--- src/rtl/graphite_cmd_bridge.sv ---
// graphite_cmd_bridge: CPU sel/wr/ack register bus -> command FIFO -> AXI-stream
// master feeding the xga command port. Status readback, flush, sticky overflow
// and a low-water interrupt let software batch command submission.
// Optional feature macro: GRAPHITE_CMD_BRIDGE_WAITSTATE_EN
//   defined   : a DATA write to a full FIFO stalls in WAIT (ack withheld) until space.
//   undefined : a DATA write to a full FIFO is dropped and overflow is set.
module graphite_cmd_bridge #(
  parameter int DEPTH     = 16,
  parameter int LOW_WATER = 4
) (
  input  logic        clk,
  input  logic        reset_n_i,
  input  logic        sel_i,
  input  logic        wr_i,
  input  logic [1:0]  addr_i,
  input  logic [31:0] data_in_i,
  output logic [31:0] data_out_o,
  output logic        ack_o,
  output logic        cmd_axis_tvalid_o,
  input  logic        cmd_axis_tready_i,
  output logic [31:0] cmd_axis_tdata_o,
  output logic        irq_o
);

  // The output stage holds one word, so the RAM only needs DEPTH-1 entries.
  localparam int RAM_DEPTH = DEPTH - 1;
  localparam int PTR_W     = $clog2(RAM_DEPTH);
  localparam int LVL_W     = $clog2(DEPTH + 1);
  localparam logic [LVL_W-1:0] LVL_FULL = LVL_W'(DEPTH);
  localparam logic [LVL_W-1:0] LVL_LOW  = LVL_W'(LOW_WATER);
  localparam logic [PTR_W-1:0] PTR_LAST = PTR_W'(RAM_DEPTH - 1);

`ifdef GRAPHITE_CMD_BRIDGE_WAITSTATE_EN
  typedef enum logic [1:0] {ST_IDLE = 2'd0, ST_ACK = 2'd1, ST_WAIT = 2'd2} state_t;
`else
  typedef enum logic [1:0] {ST_IDLE = 2'd0, ST_ACK = 2'd1} state_t;
`endif

  state_t           state_reg, state_next;
  logic [31:0]      mem [0:RAM_DEPTH-1];
  logic [PTR_W-1:0] rd_ptr_reg, rd_ptr_next;
  logic [PTR_W-1:0] wr_ptr_reg, wr_ptr_next;
  logic [LVL_W-1:0] ram_cnt_reg, ram_cnt_next;
  logic [LVL_W-1:0] level, level_next;
  logic             tvalid_reg, tvalid_next;
  logic [31:0]      tdata_reg;
  logic             ovf_reg, ovf_next;
  logic             irq_en_reg, irq_en_next;
  logic             irq_reg;
  logic [31:0]      dout_reg, dout_next;

  logic take;        // bus access takes effect on this edge
  logic is_data_wr;
  logic do_pop, can_push, do_push;
  logic ctrl_wr, flush;
  logic refill, load_ram, load_byp, ram_we;

  function automatic logic [PTR_W-1:0] ptr_inc(input logic [PTR_W-1:0] p);
    return (p == PTR_LAST) ? '0 : p + PTR_W'(1);
  endfunction

  // level counts RAM words plus the output stage; RAM non-empty implies tvalid.
  assign level      = ram_cnt_reg + LVL_W'(tvalid_reg);
  assign do_pop     = tvalid_reg & cmd_axis_tready_i;
  assign can_push   = (level < LVL_FULL) | do_pop;
  assign is_data_wr = wr_i & (addr_i == 2'd0);

  // Bus FSM: next state and the edge on which an access is serviced.
  always_comb begin
    state_next = state_reg;
    take       = 1'b0;
    case (state_reg)
      ST_IDLE: begin
        if (sel_i) begin
`ifdef GRAPHITE_CMD_BRIDGE_WAITSTATE_EN
          if (is_data_wr && !can_push) begin
            state_next = ST_WAIT;
          end else begin
            state_next = ST_ACK;
            take       = 1'b1;
          end
`else
          state_next = ST_ACK;
          take       = 1'b1;
`endif
        end
      end
      ST_ACK: state_next = ST_IDLE;
`ifdef GRAPHITE_CMD_BRIDGE_WAITSTATE_EN
      ST_WAIT: begin
        if (can_push) begin
          state_next = ST_ACK;
          take       = 1'b1;
        end
      end
`endif
      default: state_next = ST_IDLE;
    endcase
  end

  assign do_push = take & is_data_wr & can_push;
  assign ctrl_wr = take & wr_i & (addr_i == 2'd2);
  assign flush   = ctrl_wr & data_in_i[0];

  // Output stage reloads when empty or consumed: RAM first, else bypass the push.
  assign refill   = ~tvalid_reg | do_pop;
  assign load_ram = ~flush & refill & (ram_cnt_reg != '0);
  assign load_byp = ~flush & refill & (ram_cnt_reg == '0) & do_push;
  assign ram_we   = ~flush & do_push & ~load_byp;

  // FIFO pointer, occupancy and output-valid next state.
  always_comb begin
    rd_ptr_next  = rd_ptr_reg;
    wr_ptr_next  = wr_ptr_reg;
    ram_cnt_next = ram_cnt_reg;
    tvalid_next  = tvalid_reg;
    if (flush) begin
      rd_ptr_next  = '0;
      wr_ptr_next  = '0;
      ram_cnt_next = '0;
      tvalid_next  = 1'b0;
    end else begin
      if (load_ram) rd_ptr_next = ptr_inc(rd_ptr_reg);
      if (ram_we)   wr_ptr_next = ptr_inc(wr_ptr_reg);
      ram_cnt_next = ram_cnt_reg + LVL_W'(ram_we) - LVL_W'(load_ram);
      if (refill) tvalid_next = load_ram | load_byp;
    end
  end

  assign level_next = ram_cnt_next + LVL_W'(tvalid_next);

  // Overflow flag and interrupt enable next state.
  always_comb begin
    ovf_next = ovf_reg;
    if (ctrl_wr && data_in_i[1]) ovf_next = 1'b0;
`ifndef GRAPHITE_CMD_BRIDGE_WAITSTATE_EN
    if (take && is_data_wr && !can_push) ovf_next = 1'b1;
`endif
    irq_en_next = ctrl_wr ? data_in_i[2] : irq_en_reg;
  end

  // Read data mux; status reflects the state after the servicing edge.
  always_comb begin
    dout_next = '0;
    if (take && !wr_i) begin
      case (addr_i)
        2'd1: dout_next = {12'b0, (level_next <= LVL_LOW), ovf_next,
                           (level_next == LVL_FULL), (level_next == '0),
                           16'(level_next)};
        2'd2: dout_next = {29'b0, irq_en_next, 2'b0};
        default: dout_next = '0;
      endcase
    end
  end

  // Bus FSM state register.
  always_ff @(posedge clk or negedge reset_n_i) begin
    if (!reset_n_i) state_reg <= ST_IDLE;
    else            state_reg <= state_next;
  end

  // FIFO control, output stage, flags and read data registers.
  always_ff @(posedge clk or negedge reset_n_i) begin
    if (!reset_n_i) begin
      rd_ptr_reg  <= '0;
      wr_ptr_reg  <= '0;
      ram_cnt_reg <= '0;
      tvalid_reg  <= 1'b0;
      tdata_reg   <= '0;
      ovf_reg     <= 1'b0;
      irq_en_reg  <= 1'b0;
      irq_reg     <= 1'b0;
      dout_reg    <= '0;
    end else begin
      rd_ptr_reg  <= rd_ptr_next;
      wr_ptr_reg  <= wr_ptr_next;
      ram_cnt_reg <= ram_cnt_next;
      tvalid_reg  <= tvalid_next;
      if (load_ram)      tdata_reg <= mem[rd_ptr_reg];
      else if (load_byp) tdata_reg <= data_in_i;
      ovf_reg     <= ovf_next;
      irq_en_reg  <= irq_en_next;
      irq_reg     <= irq_en_next & (level_next <= LVL_LOW);
      dout_reg    <= dout_next;
    end
  end

  // Command RAM write port; contents are qualified by ram_cnt, so no reset.
  always_ff @(posedge clk) begin
    if (ram_we) mem[wr_ptr_reg] <= data_in_i;
  end

  assign ack_o             = (state_reg == ST_ACK);
  assign data_out_o        = dout_reg;
  assign cmd_axis_tvalid_o = tvalid_reg;
  assign cmd_axis_tdata_o  = tdata_reg;
  assign irq_o             = irq_reg;

endmodule

--- config.mk ---
export PLATFORM = sky130hd
export DESIGN_NAME = graphite_cmd_bridge
export DESIGN_NICKNAME = d
export VERILOG_FILES = /design/src/rtl/graphite_cmd_bridge.sv
export SDC_FILE = /design/constraint.sdc
export NUM_CORES = 1
export LEC_CHECK = 0
export ABC_AREA = 0
export CAP_MARGIN = 5
export CORE_UTILIZATION = 31
export CTS_CLUSTER_SIZE = 30
export DETAILED_ROUTE_END_ITERATION = 8
export GPL_TIMING_DRIVEN = 0
export SLEW_MARGIN = 20
export SYNTH_ARGS = -nofsm -noshare
export SYNTH_HDL_FRONTEND = slang
export SYNTH_SLANG_ARGS = --single-unit
--- constraint.sdc ---
create_clock -name clk -period 4.6 [get_ports clk]
set_input_delay 0.46 -clock clk [delete_from_list [all_inputs] [get_ports clk]]
set_output_delay 0.46 -clock clk [all_outputs]
set_load 0.02 [all_outputs]
# Word level (Yosys, flattened, before mapping)
# Memory sizes are Yosys's and may differ from the RTL's.
# Cells that the tools add are included.
[word_totals] mem_bits_rw=480 word_cells=82 inputBits=39 regBits=83 mem_count=1
[classes] addsub=6 n_bitwise=20 magnitude_cmp=2 reduce_logical=14 n_eq_ne=7 n_mux=22
[mem_list] memory="mem" words=15 width=32 read_ports=1 rd_ports_with_merged_regs=0 wr=1 line_no="40" text="logic [31:0] mem [0:RAM_DEPTH-1];"
[ops] cell="two-way mux 32 bit" n=2
[ops] cell="one-hot mux 20 bit (2 select lines)" n=1
[ops] cell="two-way mux 4 bit" n=6
[ops] cell="two-way mux 20 bit" n=1
[ops] cell="adder 5 x 1 -> 5 bit" n=3
[ops] cell="AND 1 bit" n=14
[ops] cell="logical NOT 5 bit" n=2
[ops] cell="two-way mux 1 bit" n=9
[ops] cell="adder 4 x 1 -> 4 bit (second input constant)" n=2
[ops] cell="== test 4 bit (second input constant)" n=2
[ops] cell="nonzero test 2 bit" n=3
[ops] cell="== test 5 bit (second input constant)" n=1
[ops] cell="less-or-equal comparator 5 x 3 -> 1 bit (second input constant)" n=1
[ops] cell="less-than comparator 5 bit (second input constant)" n=1
[ops] cell="two-way mux 5 bit" n=1
[ops] cell="nonzero test 5 bit" n=1
[ops] cell="subtractor 5 x 1 -> 5 bit" n=1
[ops] cell="== test 2 x 1 -> 1 bit (second input constant)" n=2
[ops] cell="logical AND 1 bit" n=4
[ops] cell="logical NOT 2 bit" n=2
[ops] cell="two-way mux 2 bit" n=2
[ops] cell="inverter 1 bit" n=3
[ops] cell="OR 1 bit" n=3
[ops] cell="== test 2 bit (second input constant)" n=1
[ops] cell="2 further kinds" n=3

# Longest topological paths before layout
[depth] depth_word=18 mapped_depth=18 ltp_nobuf=18

# Worst setup path after synthesis
# OpenSTA, ideal clock, no wires.
[synth_path] kind="flip-flop to flip-flop" from="register tvalid_reg (netlist: cmd_axis_tvalid_o)" to="memory mem[0][0] (enable)" stages_incl_launch_ff=8 path_buffers=1 arrival_ns=4.706 required_ns=4.087 path_slack_ns=-0.619 synth_period_minus_slack_ns=5.219 cell_sequence="dfrtp_1 -> nand2b_1 -> clkbuf_1 -> nand2_1 -> o22a_1 -> nor2_1 -> inv_1 -> nor4b_1"
[synth_via] elab_chain_cells=9
[synth_rtl] element="start, declared" line_no="45" text="logic tvalid_reg, tvalid_next;"
[synth_rtl] element="start signal, assigned" line_no="178" text="tvalid_reg <= tvalid_next;"
[synth_rtl] element="adder 5 x 1 -> 5 bit, or another cell as far along" line_no="63" text="assign level = ram_cnt_reg + LVL_W'(tvalid_reg);"
[synth_rtl] element="less-than comparator 5 bit or OR 1 bit (tied branches)" line_no="65, 106"
[synth_rtl] element="OR 1 bit or AND 1 bit (tied branches)" line_no="65, 108"
[synth_rtl] element="AND 1 bit, on equally long branches" line_no="101, 108"
[synth_rtl] element="AND 1 bit" line_no="108" text="assign load_byp = ~flush & refill & (ram_cnt_reg == '0) & do_push;"
[synth_rtl] element="inverter 1 bit" line_no="109" text="assign ram_we = ~flush & do_push & ~load_byp;"
[synth_rtl] element="AND 1 bit *" line_no="109"
[synth_rtl] element="two-way mux 1 bit *" line_no="190" text="if (ram_we) mem[wr_ptr_reg] <= data_in_i;"
[synth_rtl] element="two-way mux 1 bit (implied by the code) *" line_no="190"
[synth_rtl] element="end, declared" line_no="40"
# Mark *: on every way between the ends. The rest lies on a longest branch, timed or not.

# Worst setup path in the final report
[layout_path] from="input port cmd_axis_tready_i" to="register irq_reg (netlist: irq_o)"
[layout_via] elab_chain_cells=13
[layout_rtl] element="start, declared" line_no="20" text="input logic cmd_axis_tready_i,"
[layout_rtl] element="AND 1 bit *" line_no="64" text="assign do_pop = tvalid_reg & cmd_axis_tready_i;"
[layout_rtl] element="OR 1 bit" line_no="106" text="assign refill = ~tvalid_reg | do_pop;"
[layout_rtl] element="AND 1 bit" line_no="107, 108"
[layout_rtl] element="AND 1 bit (2 in a row)" line_no="108"
[layout_rtl] element="inverter 1 bit" line_no="109"
[layout_rtl] element="AND 1 bit" line_no="109"
[layout_rtl] element="adder 5 x 1 -> 5 bit" line_no="125" text="ram_cnt_next = ram_cnt_reg + LVL_W'(ram_we) - LVL_W'(load_ram);"
[layout_rtl] element="subtractor 5 x 1 -> 5 bit *" line_no="125"
[layout_rtl] element="two-way mux 5 bit *" line_no="117" text="if (flush) begin"
[layout_rtl] element="via ram_cnt_next[1]" line_no="43" text="logic [LVL_W-1:0] ram_cnt_reg, ram_cnt_next;"
[layout_rtl] element="adder 5 x 1 -> 5 bit *" line_no="130" text="assign level_next = ram_cnt_next + LVL_W'(tvalid_next);"
[layout_rtl] element="less-or-equal comparator 5 x 3 -> 1 bit *" line_no="183" text="irq_reg <= irq_en_next & (level_next <= LVL_LOW);"
[layout_rtl] element="AND 1 bit *" line_no="183"
[layout_rtl] element="end signal, assigned" line_no="183"
[layout_rtl] element="end, declared" line_no="49" text="logic irq_reg;"
# Mark *: on every way through the listed nets, which the timed path passes. The rest lies on a longest branch.
# A chain may end at the register's enable or synchronous reset.

==> flow_summary.ini <==
[synth]
synth_seq_cells = 539
synth_area_per_cell_um2 = 19.0
yosysMostFrequentCell = edfxtp_1
synth_top_cell_by_area = edfxtp_1
synth_edf_count = 480
synth-async-reset-ratio_pct = 10.9
synth_top_area_share_pct = 67.5
ys_warn_count = 0
ys_types = 58
yosysSeqAreaShare_pct = 74.4
synthCells = 1122
synth_ff_type = edfxtp_1
syn-cell-area_um2 = 21400
synth_area_leaders = edfxtp_1, mux4_2, dfrtp_1, mux2i_1, nand2_1
synth_common_cells = edfxtp_1, mux4_2, mux2i_1

[drt]
routed_wl_mm = 50.8
routed.top_layer = met5
via_count = 11300
initialDrtViolationCount = 1097
firstDrtPassIters = 8
wl_met3_mm = 3.55
avgRoutedWirePerCell_um = 22.4
met2_length_mm = 23.9
m1WireLength_mm = 22.3
drc = 0
drtAntennaViolNets = 0
drt-vias-per-instance = 4.99

[worst_setup_path]
critical_path.endpoint_type = register
cp.required_ps = 5060
path_buf_inv = 5
cp_slowest_stage_delay_ps = 540
critical_path_class = in2reg
path_cells = clkdlybuf4s50_1, nand2b_1, clkbuf_1, nand2_1, o22a_1, nor2_1, inv_1, ha_1, inv_1, ha_1, inv_1, fa_1, nor2_1, ha_1, nor3b_1, mux2i_1, xor2_1, a21oi_1
cp_slowest_cell = clkdlybuf4s50_1
critPathMaxFanout = 8
cp_top_family = adder cells
cp.arrival_ps = 4520
cp-start-kind = primary input

[timing]
setup_viol = 0
finalHoldViolations = 0
rsz0062_at_grt = false
tightest_slew_ps = 1060
slew_viol_final = 0
min_period_ps = 4050
post-route-period-util_pct = 88.1
fmax_mhz = 247
slew_headroom_pct = 29.1
skew_ps = 33.2

[grt]
antenna_found_initial = 2
grt_pass1_vias = 11800
grt_pass1_wl_mm = 76.1
grt.total_usage_pct = 14.7
overflow = 0
grt_max_degree = 41

[final_layout]
nets = 1406
diodes = 0
post_route_cells_drive_above_1_share_pct = 23.4
stdcell_count = 2270
largest_reg_flops = 480
finish.instance_area_um2 = 25900
top_register = mem
areaGrowthSynthToFinish_pct = 21.3
utilization_pct = 38.3

[cts]
clk_pin_slew_ps = 60
numCtsBuffers = 54
post_cts_buffers = 0
clock_path_buffers = 3
htree_levels = 2
cts_root_buffer = clkbuf_16
clk_latency_ps = 620
cts_sinks = 539
cts_tree = yes

[power]
irDropWorstVdd_uv = 302
powerDensity_nw_per_um2 = 560
leakagePower_nw = 8.71

[flow_run]
drv_cap = 0

[worst_hold_path]
hold_path.class = in2async

[floorplan]
ios = 106
die_y_um = 264
core-area_um2 = 67600
die_w_um = 264
row_count = 95
dieArea_um2 = 70000
start_util_pct = 31.6

[run_status]
status = completed

[placement]
io_buffers = 82
dp.final_hpwl_mm = 35.5
place_area_um2 = 24100
place.gp.congestion = 0.804
dp.cells = 2168
==> where the power goes <==
group	internal (mW)	switching, mW	total (mW)
Sequential	5.56	0.181	5.74
Combinational	1.93	2.34	4.28
Clock	2.64	1.85	4.49
==> what timing repair did <==
item                                   4_1_cts  5_1_grt
gates resized for setup                      0        1
endpoints found under the hold margin       19        0
setup endpoints to repair                    0        3
hold buffers                                 1        0
==> kinds of logic (layout without fill, tap and decap cells) <==
logic type / count (synthesis) / after routing / synth area share, %
multiplexers: 185 / 185 / 14.4
adder cells (fa/ha/maj): 15 / 15 / 0.914
flip-flops: 539 / 539 / 74.4
XOR/XNOR: 9 / 9 / 0.433
AND/OR/NAND/NOR: 138 / 138 / 3.19
other: 1 / 23 / 0.0176
buffers and inverters: 96 / 349 / 2.26
AO/OA/AOI/OAI: 139 / 139 / 4.40
==> worst paths after layout <==
path	from	end	slack, ps	depth (start not counted)
worst max-delay path	cmd_axis_tready_i	irq_o	550	18
worst min-delay path	reset_n_i	cmd_axis_tdata_o[8]	330	2
worst max register to register	ram_cnt_reg[3]	irq_o	550	17
worst min register to register	ovf_reg	ovf_reg	530	1
max in group asynchronous	reset_n_i	cmd_axis_tdata_o[18]	3710	3
min in group clk	ovf_reg	ovf_reg	530	1
==> cell type report <==
class | count | area (µm²)
clock buffer | 76 | 1510
tap | 873 | 1090
inverter | 14 | 52.6
timing repair buffer | 152 | 1440
multi-input combinational | 509 | 5170
fill | 6111 | 41700
clock inverter | 25 | 334
buffer | 82 | 430
sequential | 539 | 15900
==> layout by cell type (no fill, tap or decap), types with 3 or more instances in the layout <==
cell type | Yosys | routed
nor3_1 | 12 | 6
buf_6 | 0 | 9
bufinv_16 | 0 | 6
a32o_1 | 10 | 10
a21oi_1 | 21 | 21
buf_4 | 27 | 59
ha_1 | 14 | 14
nand3_1 | 5 | 5
mux2_2 | 16 | 16
mux4_2 | 96 | 96
mux2i_1 | 73 | 73
dfrtp_1 | 59 | 59
nor2b_1 | 7 | 7
and3_1 | 3 | 3
clkinv_2 | 0 | 8
clkbuf_1 | 32 | 48
clkbuf_16 | 0 | 55
buf_16 | 0 | 5
nand2b_1 | 5 | 5
nand2_1 | 64 | 64
clkbuf_8 | 0 | 5
a221o_1 | 7 | 7
buf_1 | 6 | 6
clkinv_1 | 0 | 5
conb_1 | 1 | 23
xnor2_1 | 6 | 6
buf_2 | 17 | 40
nor2_4 | 0 | 3
o21ai_0 | 39 | 39
o211ai_1 | 11 | 11
edfxtp_1 | 480 | 480
nor4_2 | 0 | 5
a222oi_1 | 15 | 15
inv_1 | 13 | 13
o22ai_1 | 9 | 9
nor3_2 | 0 | 6
o21ai_1 | 13 | 13
clkdlybuf4s50_1 | 0 | 81
nor2_1 | 19 | 16
==> metrics by stage <==
step	hold slack (ps)	setup TNS [ps]	worst slack (ps)	total power [mW]
2_1_floorplan	164	-57370	-360	8.71
3_3_place_gp	511	-1462150	-5260	10.1
3_5_place_dp	412	0	47.2	10.2
4_1_cts	314	0	343	14.7
5_1_grt	332	0	234	15.2
6_report	331	0	547	14.5
==> per-layer routing <==
metal | vias up | track usage [%]
li1 | 4958 | -
met4 | 2 | 4.32
met5 | - | 0
met3 | 78 | 2.93
met2 | 400 | 23.5
met1 | 5895 | 20.2
(Power assumes the default switching activity.)
